**src/rtl/instr_loader_pkg.sv**
```systemverilog
// instr_loader_pkg: shared loader state encoding and default memory map constants
package instr_loader_pkg;
    typedef enum logic [2:0] {
        IDLE  = 3'd0,
        HDR0  = 3'd1,
        HDR1  = 3'd2,
        LOAD  = 3'd3,
        WRITE = 3'd4,
        FIN   = 3'd5
    } state_t;
    localparam logic [31:0] DEF_BASE_ADDR   = 32'h0040_0000;
    localparam int          DEF_DEPTH_WORDS = 256;
endpackage

```
**src/rtl/instr_loader.sv**
```systemverilog
// instr_loader: streams a length-prefixed big-endian byte image into instruction memory
module instr_loader
    import instr_loader_pkg::*;
#(
    parameter logic [31:0] BASE_ADDR   = DEF_BASE_ADDR,
    parameter int          DEPTH_WORDS = DEF_DEPTH_WORDS
) (
    input  logic        clock,
    input  logic        clear_n,
    input  logic        start,
    input  logic [7:0]  rx_data,
    input  logic        rx_valid,
    output logic        rx_ready,
    output logic        mem_we,
    output logic [31:0] mem_address,
    output logic [31:0] mem_wdata,
    output logic        cpu_hold,
    output logic        done,
    output logic        error,
    output logic [15:0] words_loaded
);
    localparam logic [16:0] DEPTH = 17'(DEPTH_WORDS);
    state_t      state, nxt;
    logic [15:0] n_words;
    logic [15:0] hdr;
    logic [23:0] shreg;
    logic [1:0]  idx;
    logic        acc;
    logic        too_big;
    assign acc     = rx_valid && rx_ready;
    assign hdr     = {n_words[15:8], rx_data};
    assign too_big = {1'b0, hdr} > DEPTH;
    always_comb begin
        nxt      = state;
        rx_ready = state == HDR0 || state == HDR1 || state == LOAD;
        mem_we   = state == WRITE;
        cpu_hold = state != IDLE;
        done     = state == FIN;
        case (state)
            IDLE:    nxt = start ? HDR0 : IDLE;
            HDR0:    nxt = acc ? HDR1 : HDR0;
            HDR1:    nxt = !acc ? HDR1 : hdr == 16'd0 ? FIN : too_big ? IDLE : LOAD;
            LOAD:    nxt = (acc && idx == 2'd3) ? WRITE : LOAD;
            WRITE:   nxt = (words_loaded + 16'd1 == n_words) ? FIN : LOAD;
            default: nxt = IDLE;
        endcase
    end
    always_ff @(posedge clock or negedge clear_n) begin
        if (!clear_n) begin
            state        <= IDLE;
            n_words      <= '0;
            shreg        <= '0;
            idx          <= '0;
            error        <= 1'b0;
            words_loaded <= '0;
            mem_address  <= '0;
            mem_wdata    <= '0;
        end else begin
            state <= nxt;
            if (state == IDLE && start) begin
                error        <= 1'b0;
                words_loaded <= '0;
            end
            if (state == HDR0 && acc)
                n_words[15:8] <= rx_data;
            if (state == HDR1 && acc) begin
                n_words[7:0] <= rx_data;
                idx          <= '0;
                if (too_big)
                    error <= 1'b1;
            end
            // the fourth byte goes straight into mem_wdata so WRITE presents a stable word
            if (state == LOAD && acc) begin
                shreg <= {shreg[15:0], rx_data};
                idx   <= idx + 2'd1;
                if (idx == 2'd3) begin
                    mem_wdata   <= {shreg, rx_data};
                    mem_address <= BASE_ADDR + {14'd0, words_loaded, 2'b00};
                end
            end
            if (state == WRITE)
                words_loaded <= words_loaded + 16'd1;
        end
    end
endmodule

```
**config.mk**
```make
export PLATFORM = sky130hd
export DESIGN_NAME = instr_loader
export DESIGN_NICKNAME = d
export VERILOG_FILES = /design/src/rtl/instr_loader_pkg.sv /design/src/rtl/instr_loader.sv
export SDC_FILE = /design/constraint.sdc
export NUM_CORES = 1
export LEC_CHECK = 0
export BUFFER_PORTS_ARGS = -buffer_cell sky130_fd_sc_hd__buf_2
export CAP_MARGIN = 20
export CELL_PAD_IN_SITES_DETAIL_PLACEMENT = 1
export CELL_PAD_IN_SITES_GLOBAL_PLACEMENT = 2
export CORE_MARGIN = 1.5
export CORE_UTILIZATION = 33
export DETAILED_ROUTE_END_ITERATION = 7
export HOLD_SLACK_MARGIN = 0.15
export PLACE_DENSITY = 0.83
export SLEW_MARGIN = 20
export SYNTH_ARGS = -nofsm -noshare
export SYNTH_HDL_FRONTEND = slang
export SYNTH_SLANG_ARGS = --single-unit
```
**constraint.sdc**
```tcl
create_clock -name clock -period 1.9 [get_ports clock]
set_input_delay 0 -clock clock [delete_from_list [all_inputs] [get_ports clock]]
set_output_delay 0 -clock clock [all_outputs]
set_load 0.02 [all_outputs]
```
---- After elaboration in Yosys (flattened, before gate mapping) ----
Index checks and enable logic that the tools add are counted.
operators by class
  $add $sub $neg .......................... 3
  order comparisons ....................... 1
  eq/ne operators ......................... 7
  muxes and demuxes ....................... 15
  reduce and logical (&&, ||, !) cells .... 14
operators with widths
  operator                                                                           count
  16-bit 2-to-1 mux                                                                  2
  23-bit by 18-bit adder with 24-bit output (first input constant)                   1
  16-bit by 1-bit adder with 16-bit output (second input constant)                   1
  16-bit equality test                                                               1
  16-bit by 9-bit greater-than comparator with 1-bit output (second input constant)  1
  16-bit zero test                                                                   1
  3-bit case mux with 5 select lines                                                 1
  3-bit 2-to-1 mux                                                                   4
  2-bit 2-to-1 mux                                                                   4
  3-bit by 2-bit equality test with 1-bit output (second input constant)             2
  3-bit equality test (second input constant)                                        2
  1-bit logical AND                                                                  6
  1-bit 2-to-1 mux                                                                   4
  2-bit nonzero test                                                                 2
  3-bit by 1-bit equality test with 1-bit output (second input constant)             1
  3-bit zero test                                                                    1
  3-bit nonzero test                                                                 1
  2-bit by 1-bit adder with 2-bit output (second input constant)                     1
  2-bit equality test (second input constant)                                        1
  1-bit logical OR                                                                   2
  2-bit AND reduction                                                                1
word-level totals
  flip-flop bits (word level) ............. 126
  input bits .............................. 12
  logic and storage cells ................. 49

---- Longest topological paths before layout ----
Gate-level depths: netlist (run 1).
  depth in word-level cells ............... 7
  mapped depth ............................ 8

---- Worst setup path after synthesis (run 1) ----
No wires, ideal clock.
  kind .................................... register -> register
  start point ............................. register words_loaded[0]
  end point ............................... register state[1]
  data arrival time ....................... 2164 ps
  required time ........................... 1772 ps
  slack ................................... -392 ps
  cell stages (with the launch flop) ...... 8
  path buffers ............................ 0
  period minus slack after synthesis ...... 2292 ps
  cells stage by stage .................... dfrtp_1 > ha_1 > nand4_2 > nor4_1 > xnor2_1 > nand3_1 > nor4_2 > nor2_1
between the ends
  word-level cells in the longest chain between the ends .. 4
ends and longest elaborated chain
  element                                   RTL line            source
  from (decl)                               instr_loader.sv:20  output logic [15:0] words_loaded
  from (signal assigned)                    instr_loader.sv:82  words_loaded <= words_loaded + 16'd1;
  16-bit by 1-bit adder with 16-bit output  instr_loader.sv:44  WRITE: nxt = (words_loaded + 16'd1 == n_words) ? FIN : LOAD;
  16-bit equality test                      instr_loader.sv:44
  3-bit 2-to-1 mux                          instr_loader.sv:44
  3-bit case mux with 5 select lines        instr_loader.sv:39  case (state)
  via nxt[1]                                instr_loader.sv:23  state_t state, nxt;
  to (signal assigned)                      instr_loader.sv:59  state <= nxt;
  to (decl)                                 instr_loader.sv:23
The timed path passes the listed nets, and every way through them passes these cells.
A chain may end at the register's enable or synchronous reset.

---- Worst setup path after layout (run 1) ----
  start point ............................. register words_loaded[1]
  end point ............................... register state[2]
The elaborated chain is that of the path after synthesis.

==> results.json, run 1 <==
{
  "outcome": "finished with violations",
  "failed_checks": "setup timing",
  "ys_warn_count": 0,
  "pin_count": 97,
  "clkTransAtPathRegs_ns": 0.07,
  "fp-row-count": 45,
  "post-place-ws_ns": -0.0687,
  "syn_inst": 422,
  "fmax_mhz": 511,
  "total_leakage_power_nw": 3.21,
  "r2r_slack_ns": -0.06,
  "num_antenna_cells": 0,
  "endpoint_kind": "register",
  "cts_tree": "yes",
  "place.gp.congestion": 0.875,
  "timing.final.ws_setup_ns": -0.0587,
  "design.die.area_um2": 16100,
  "synth_flop_cell": "dfrtp_1",
  "rsz0062_at_grt": "yes",
  "overflow": 0,
  "grt_pass1_wl_um": 21700,
  "final_common_cell": "dfrtp_1",
  "crit_required_ns": 2.20,
  "grt_util_met2_pct": 28.5,
  "routedWlPerCell_um": 17.9,
  "hpwl_um": 9790,
  "final_area_um2": 6510,
  "initial_core_util_pct": 33.6,
  "grt_use_met1_pct": 22.8,
  "synthToLayoutAreaGrowth_pct": 28.4,
  "ys_async_sr_fraction_pct": 100,
  "met3_usage_pct": 4.34,
  "maxSlewViolCount": 0,
  "synth.avg_cell_area_um2": 12.0,
  "cts_sinks": 111,
  "reg2reg_from": "words_loaded[1]",
  "clock_latency_ns": 0.36,
  "die_width_um": 127,
  "syn_area_um2": 5070,
  "htree_levels": 3,
  "ys_ff_latch": 111,
  "worstSetupPathType": "reg -> reg",
  "hold_viol": 0,
  "timing.final.crit_share_pct": 103,
  "critPathLaunch": "words_loaded[1]",
  "vias": 3709,
  "die_y_um": 127,
  "cap_viol_max_count": 0,
  "cts_root_buf": "clkbuf_16",
  "synth-seq-area-share_pct": 54.8,
  "mostFrequentLayoutCells": "102 x dfrtp_1, 86 x mux2_2, 80 x buf_2",
  "cts_made_buffers": 9,
  "layout.nets": 572,
  "synth_edf_count": 0,
  "start_kind": "register",
  "dpl_cell_area_um2": 6050,
  "ant_nets": 0,
  "drc": 0,
  "port_buffers": 81,
  "wirelength_um": 13400,
  "ir_drop_v": 0.000859,
  "p_per_area_nw_per_um2": 1340,
  "ys_types": 41,
  "busiest_layer": "met2",
  "hp-class": "in -> async",
  "crit_fanout": 6,
  "drtIter0Drc": 102,
  "grt_usage_pct": 17.6,
  "power_w": 0.00871,
  "setup_viol": 2,
  "viasPerCell": 4.94,
  "antenna_found_initial": 0,
  "coreArea_um2": 15100,
  "fin_tns_setup_ns": -0.0985,
  "min_period_ns": 1.96,
  "grt_pass1_vias": 3993,
  "fill_cells": 1652,
  "reg2regPathDepth": 7,
  "fin_util_pct": 43.1,
  "clockBufferDepth": 2,
  "fin_skew_ns": 0.0122,
  "critPathArrivalTime_ns": 2.26,
  "grt_max_degree": 61,
  "drive_above_1_share_pct": 46.7,
  "drt_pass1_iterations": 4
}
[power by group]
group	switching, W	internal (W)
sequential	0.000605	0.00323
clock	0.000957	0.000938
combinational	0.00157	0.00141
[synthesized netlist by cell type, types with 2 or more instances]
master      n  area (um2)
xor2_1      9        78.8
buf_2       3        15.0
nand3_1    10        50.1
buf_4      15         113
a21oi_1     5        25.0
mux2_2     86         968
or4_1       2        15.0
dfrtp_1   111        2780
nand2_1    28         105
nor3_1      4        20.0
or3_1       4        25.0
nor3_2      2        20.0
nand2b_1    5        31.3
nor2_1     24        90.1
nor4_1      6        37.5
o21ai_1     3        15.0
a31oi_1     2        12.5
inv_1       7        26.3
ha_1        2        25.0
xnor2_1    19         166
o21ai_0    27         135
nand4_1     7        43.8
o21a_1      3        22.5
o31ai_1     5        37.5
a21o_1      3        22.5
clkbuf_1   15        56.3
[path summary, 6_finish.rpt]
check	end
min in group clock	mem_address[22]
max in group asynchronous	mem_wdata[4]
setup / recovery	state[2]
hold / removal	mem_address[9]
hold reg to reg	mem_address[22]
setup reg to reg	state[2]
[critical path, cell delays in order (launching register included)]
cell and delay (ns):
dfrtp_2 0.45, ha_4 0.20, xnor2_1 0.12, or4_1 0.46, o21ai_1 0.09, o21ai_1 0.10
nor4_2 0.31, o21a_1 0.16
[cell families after synthesis]
logic type / share of synthesized area [%]
muxes: 19.3
buffers and inverters: 4.29
AOI/OAI and AO/OA: 5.80
adders and majority gates: 0.494
and+or+nand+nor: 10.4
xor gates and xnor gates: 4.84
other: 0.0740
DFF: 54.8
[routing by layer]
layer / part of all wire [%] / vias to the layer above
met5: 0 / -
met4: 1.9 / 0
met3: 5.3 / 13
met2: 48 / 81
met1: 45 / 1899
li1: - / 1716
[what timing repair did]
| action | 4_1_cts | 5_1_grt |
|---|---|---|
| setup buffers | 0 | 2 |
| hold buffers | 12 | 0 |
| cloned | 0 | 0 |
| endpoints found under the setup margin | 2 | 3 |
| endpoints found under the hold margin | 146 | 0 |
| resized for setup | 1 | 2 |
| pin swaps | 2 | 3 |
[final cells by class]
class | instances | area [um2] | area share [%]
multi-input combinational | 283 | 2200 | 33.8
sequential | 111 | 2790 | 42.8
tap | 188 | 235 | 3.61
timing repair buffer | 145 | 957 | 14.7
clock buffer | 10 | 229 | 3.52
inverter | 8 | 30.0 | 0.461
clock inverter | 6 | 67.6 | 1.04
[state kept, by name (all words and copies together) (netlist names)]
| name | count |
|---|---|
| state | 3 |
| shreg | 24 |
| idx | 2 |
| mem_address | 17 |
| n_words | 16 |
| mem_wdata | 32 |
| words_loaded | 16 |
| error | 1 |
[per-stage QoR]
| stage | cells | hold slack [ns] |
|---|---|---|
| floorplan | 436 | -0.296 |
| global placement | 721 | -0.0516 |
| detailed placement | 721 | -0.0379 |
| CTS | 749 | 0.201 |
| global route | 751 | 0.220 |
| finish | 751 | 0.201 |
No activity file was read; power rests on OpenSTA's default activity.
==> inputs of run 2 (changes only) <==
--- a/config.mk
+++ b/config.mk
@@ -9,11 +9,12 @@
 export CAP_MARGIN = 20
 export CELL_PAD_IN_SITES_DETAIL_PLACEMENT = 1
 export CELL_PAD_IN_SITES_GLOBAL_PLACEMENT = 2
-export CORE_MARGIN = 1.5
 export CORE_UTILIZATION = 33
 export DETAILED_ROUTE_END_ITERATION = 7
 export HOLD_SLACK_MARGIN = 0.15
 export PLACE_DENSITY = 0.83
+export REMOVE_ABC_BUFFERS = 1
+export SETUP_SLACK_MARGIN = 0.02
 export SLEW_MARGIN = 20
 export SYNTH_ARGS = -nofsm -noshare
 export SYNTH_HDL_FRONTEND = slang
==> run 2 against run 1 <==
  * The flow still finishes with violations (setup timing)
  * Worst setup slack got worse by 0.14 ns
  * Critical endpoint is now state[1]
  * Total power fell by 0.26%
  * Via count rose by 1.3%
  * Critical path type unchanged
==> results.json, run 2 (synthesized netlist as in run 1, its figures left out) <==
{
  "fin_skew_ns": 0.00525,
  "drtIter0Drc": 132,
  "antenna_found_initial": 0,
  "synthToLayoutAreaGrowth_pct": 32.5,
  "clock_latency_ns": 0.35,
  "finalNonFillerCells": 764,
  "crit_fanout": 3,
  "ant_nets": 0,
  "maxSlewViolCount": 0,
  "layout.nets": 589,
  "fmax_mhz": 476,
  "wirelength_um": 13400,
  "hp-class": "in -> async",
  "fp-row-count": 44,
  "hpwl_um": 9580,
  "drt_pass1_iterations": 4,
  "die_width_um": 126,
  "reg2regPathDepth": 9,
  "cts_sinks": 111,
  "die_y_um": 126,
  "initial_core_util_pct": 34.4,
  "reg2reg_from": "words_loaded[1]",
  "start_kind": "register",
  "design.die.area_um2": 15900,
  "cts_root_buf": "clkbuf_16",
  "top_register": "mem_wdata",
  "largest_reg_flops": 32,
  "min_period_ns": 2.10,
  "largestRegisters": "mem_wdata: 32 flops, shreg: 24 flops, mem_address: 17 flops",
  "overflow": 0,
  "clockBufferDepth": 2,
  "htree_levels": 3,
  "r2r_slack_ns": -0.20,
  "num_antenna_cells": 0,
  "total_leakage_power_nw": 3.34,
  "p_per_area_nw_per_um2": 1290,
  "endpoint_kind": "register",
  "timing.final.crit_share_pct": 111,
  "clkTransAtPathRegs_ns": 0.08,
  "placedCellCount": 730,
  "routedWlPerCell_um": 17.6,
  "pin_count": 97,
  "mostFrequentLayoutCells": "104 x dfrtp_1, 86 x mux2_2, 80 x buf_2",
  "hold_ws_ns": 0.209,
  "grt_pass1_vias": 4062,
  "ir_drop_v": 0.000701,
  "outcome": "finished with violations",
  "drc": 0,
  "viasPerCell": 4.92,
  "grt_usage_pct": 17.6,
  "fin_tns_setup_ns": -0.421,
  "grt_pass1_wl_um": 21600,
  "r2r-end": "state[1]",
  "cap_viol_max_count": 0,
  "hold_viol": 0,
  "cts_tree": "yes",
  "port_buffers": 81,
  "critPathArrivalTime_ns": 2.33,
  "grt_max_degree": 49,
  "failed_checks": "setup timing",
  "crit_required_ns": 2.13,
  "rsz0062_at_grt": "yes",
  "worstSetupPathType": "reg -> reg",
  "setup_viol": 3,
  "drive_above_1_share_pct": 50.2,
  "timing.final.ws_setup_ns": -0.201,
  "place.gp.congestion": 0.888,
  "vias": 3759,
  "coreArea_um2": 14800,
  "cts_made_buffers": 9,
  "final_common_cell": "dfrtp_1"
}
run 2: area by class of cell:
type                    instances  area, um2
flip-flops and latches        111       2790
clock buffers                  11        243
fillers                      1619       8040
multi-input cells             283       2290
repair buffers                162       1090
inverters                       8       30.0
well taps                     184        230
clock inverters                 5       48.8
run 2: worst max-delay path, stage by stage, from the launching register on:
cell     delay, ns
dfrtp_1       0.41
buf_6         0.14
nand2_4       0.05
or2_4         0.27
nor4_4        0.28
buf_4         0.17
xnor2_2       0.11
nand3_2       0.12
nor4_4        0.32
nor2_1        0.10
run 2: report_power, final:
part           internal [W]  switching, W
logic               0.00143       0.00157
registers           0.00324      0.000600
clock network      0.000958      0.000908
run 2: worst max-delay path by stage:
stage                          from  slack, ns  cells past startpoint               to
finish              words_loaded[1]      -0.20                      9         state[1]
global route        words_loaded[1]      -0.29                      9         state[1]
CTS                 words_loaded[0]      -0.17                      8         state[1]
detailed placement  words_loaded[1]      -0.32                      8         state[1]
global placement    words_loaded[1]      -0.14                      8         state[1]
floorplan                  state[1]      -0.74                      4  mem_address[10]
run 2: metrics by stage:
step                      setup slack (ns)  total power (W)  area [um2]  util, %
after floorplan                     -0.736          0.00567        4930        -
after detailed placement            -0.321          0.00679        6080     41.2
final                               -0.201          0.00869        6720     45.5
after CTS                           -0.168          0.00877        6630     44.9
after global placement              -0.138          0.00662        6080     41.2
after global routing                -0.293          0.00921        6720     45.5
run 2: what timing repair did:
action	4_1_cts	5_1_grt
endpoints found under the hold margin	147	0
gates resized for setup	21	16
setup endpoints to repair	4	6
buffers inserted	4	2
pin swaps	11	12
hold buffers	12	0
run 2: per-layer routing:
metal  wire, um  part of all wire, %  vias to the layer above  GRT usage, %
li1           -                    -                     1754             -
met1       5830                   43                     1900          21.1
met2       6880                   51                       82          30.7
met3        407                  3.0                       23          3.53
met4        300                  2.2                        0          7.51
met5          0                    0                        -             0
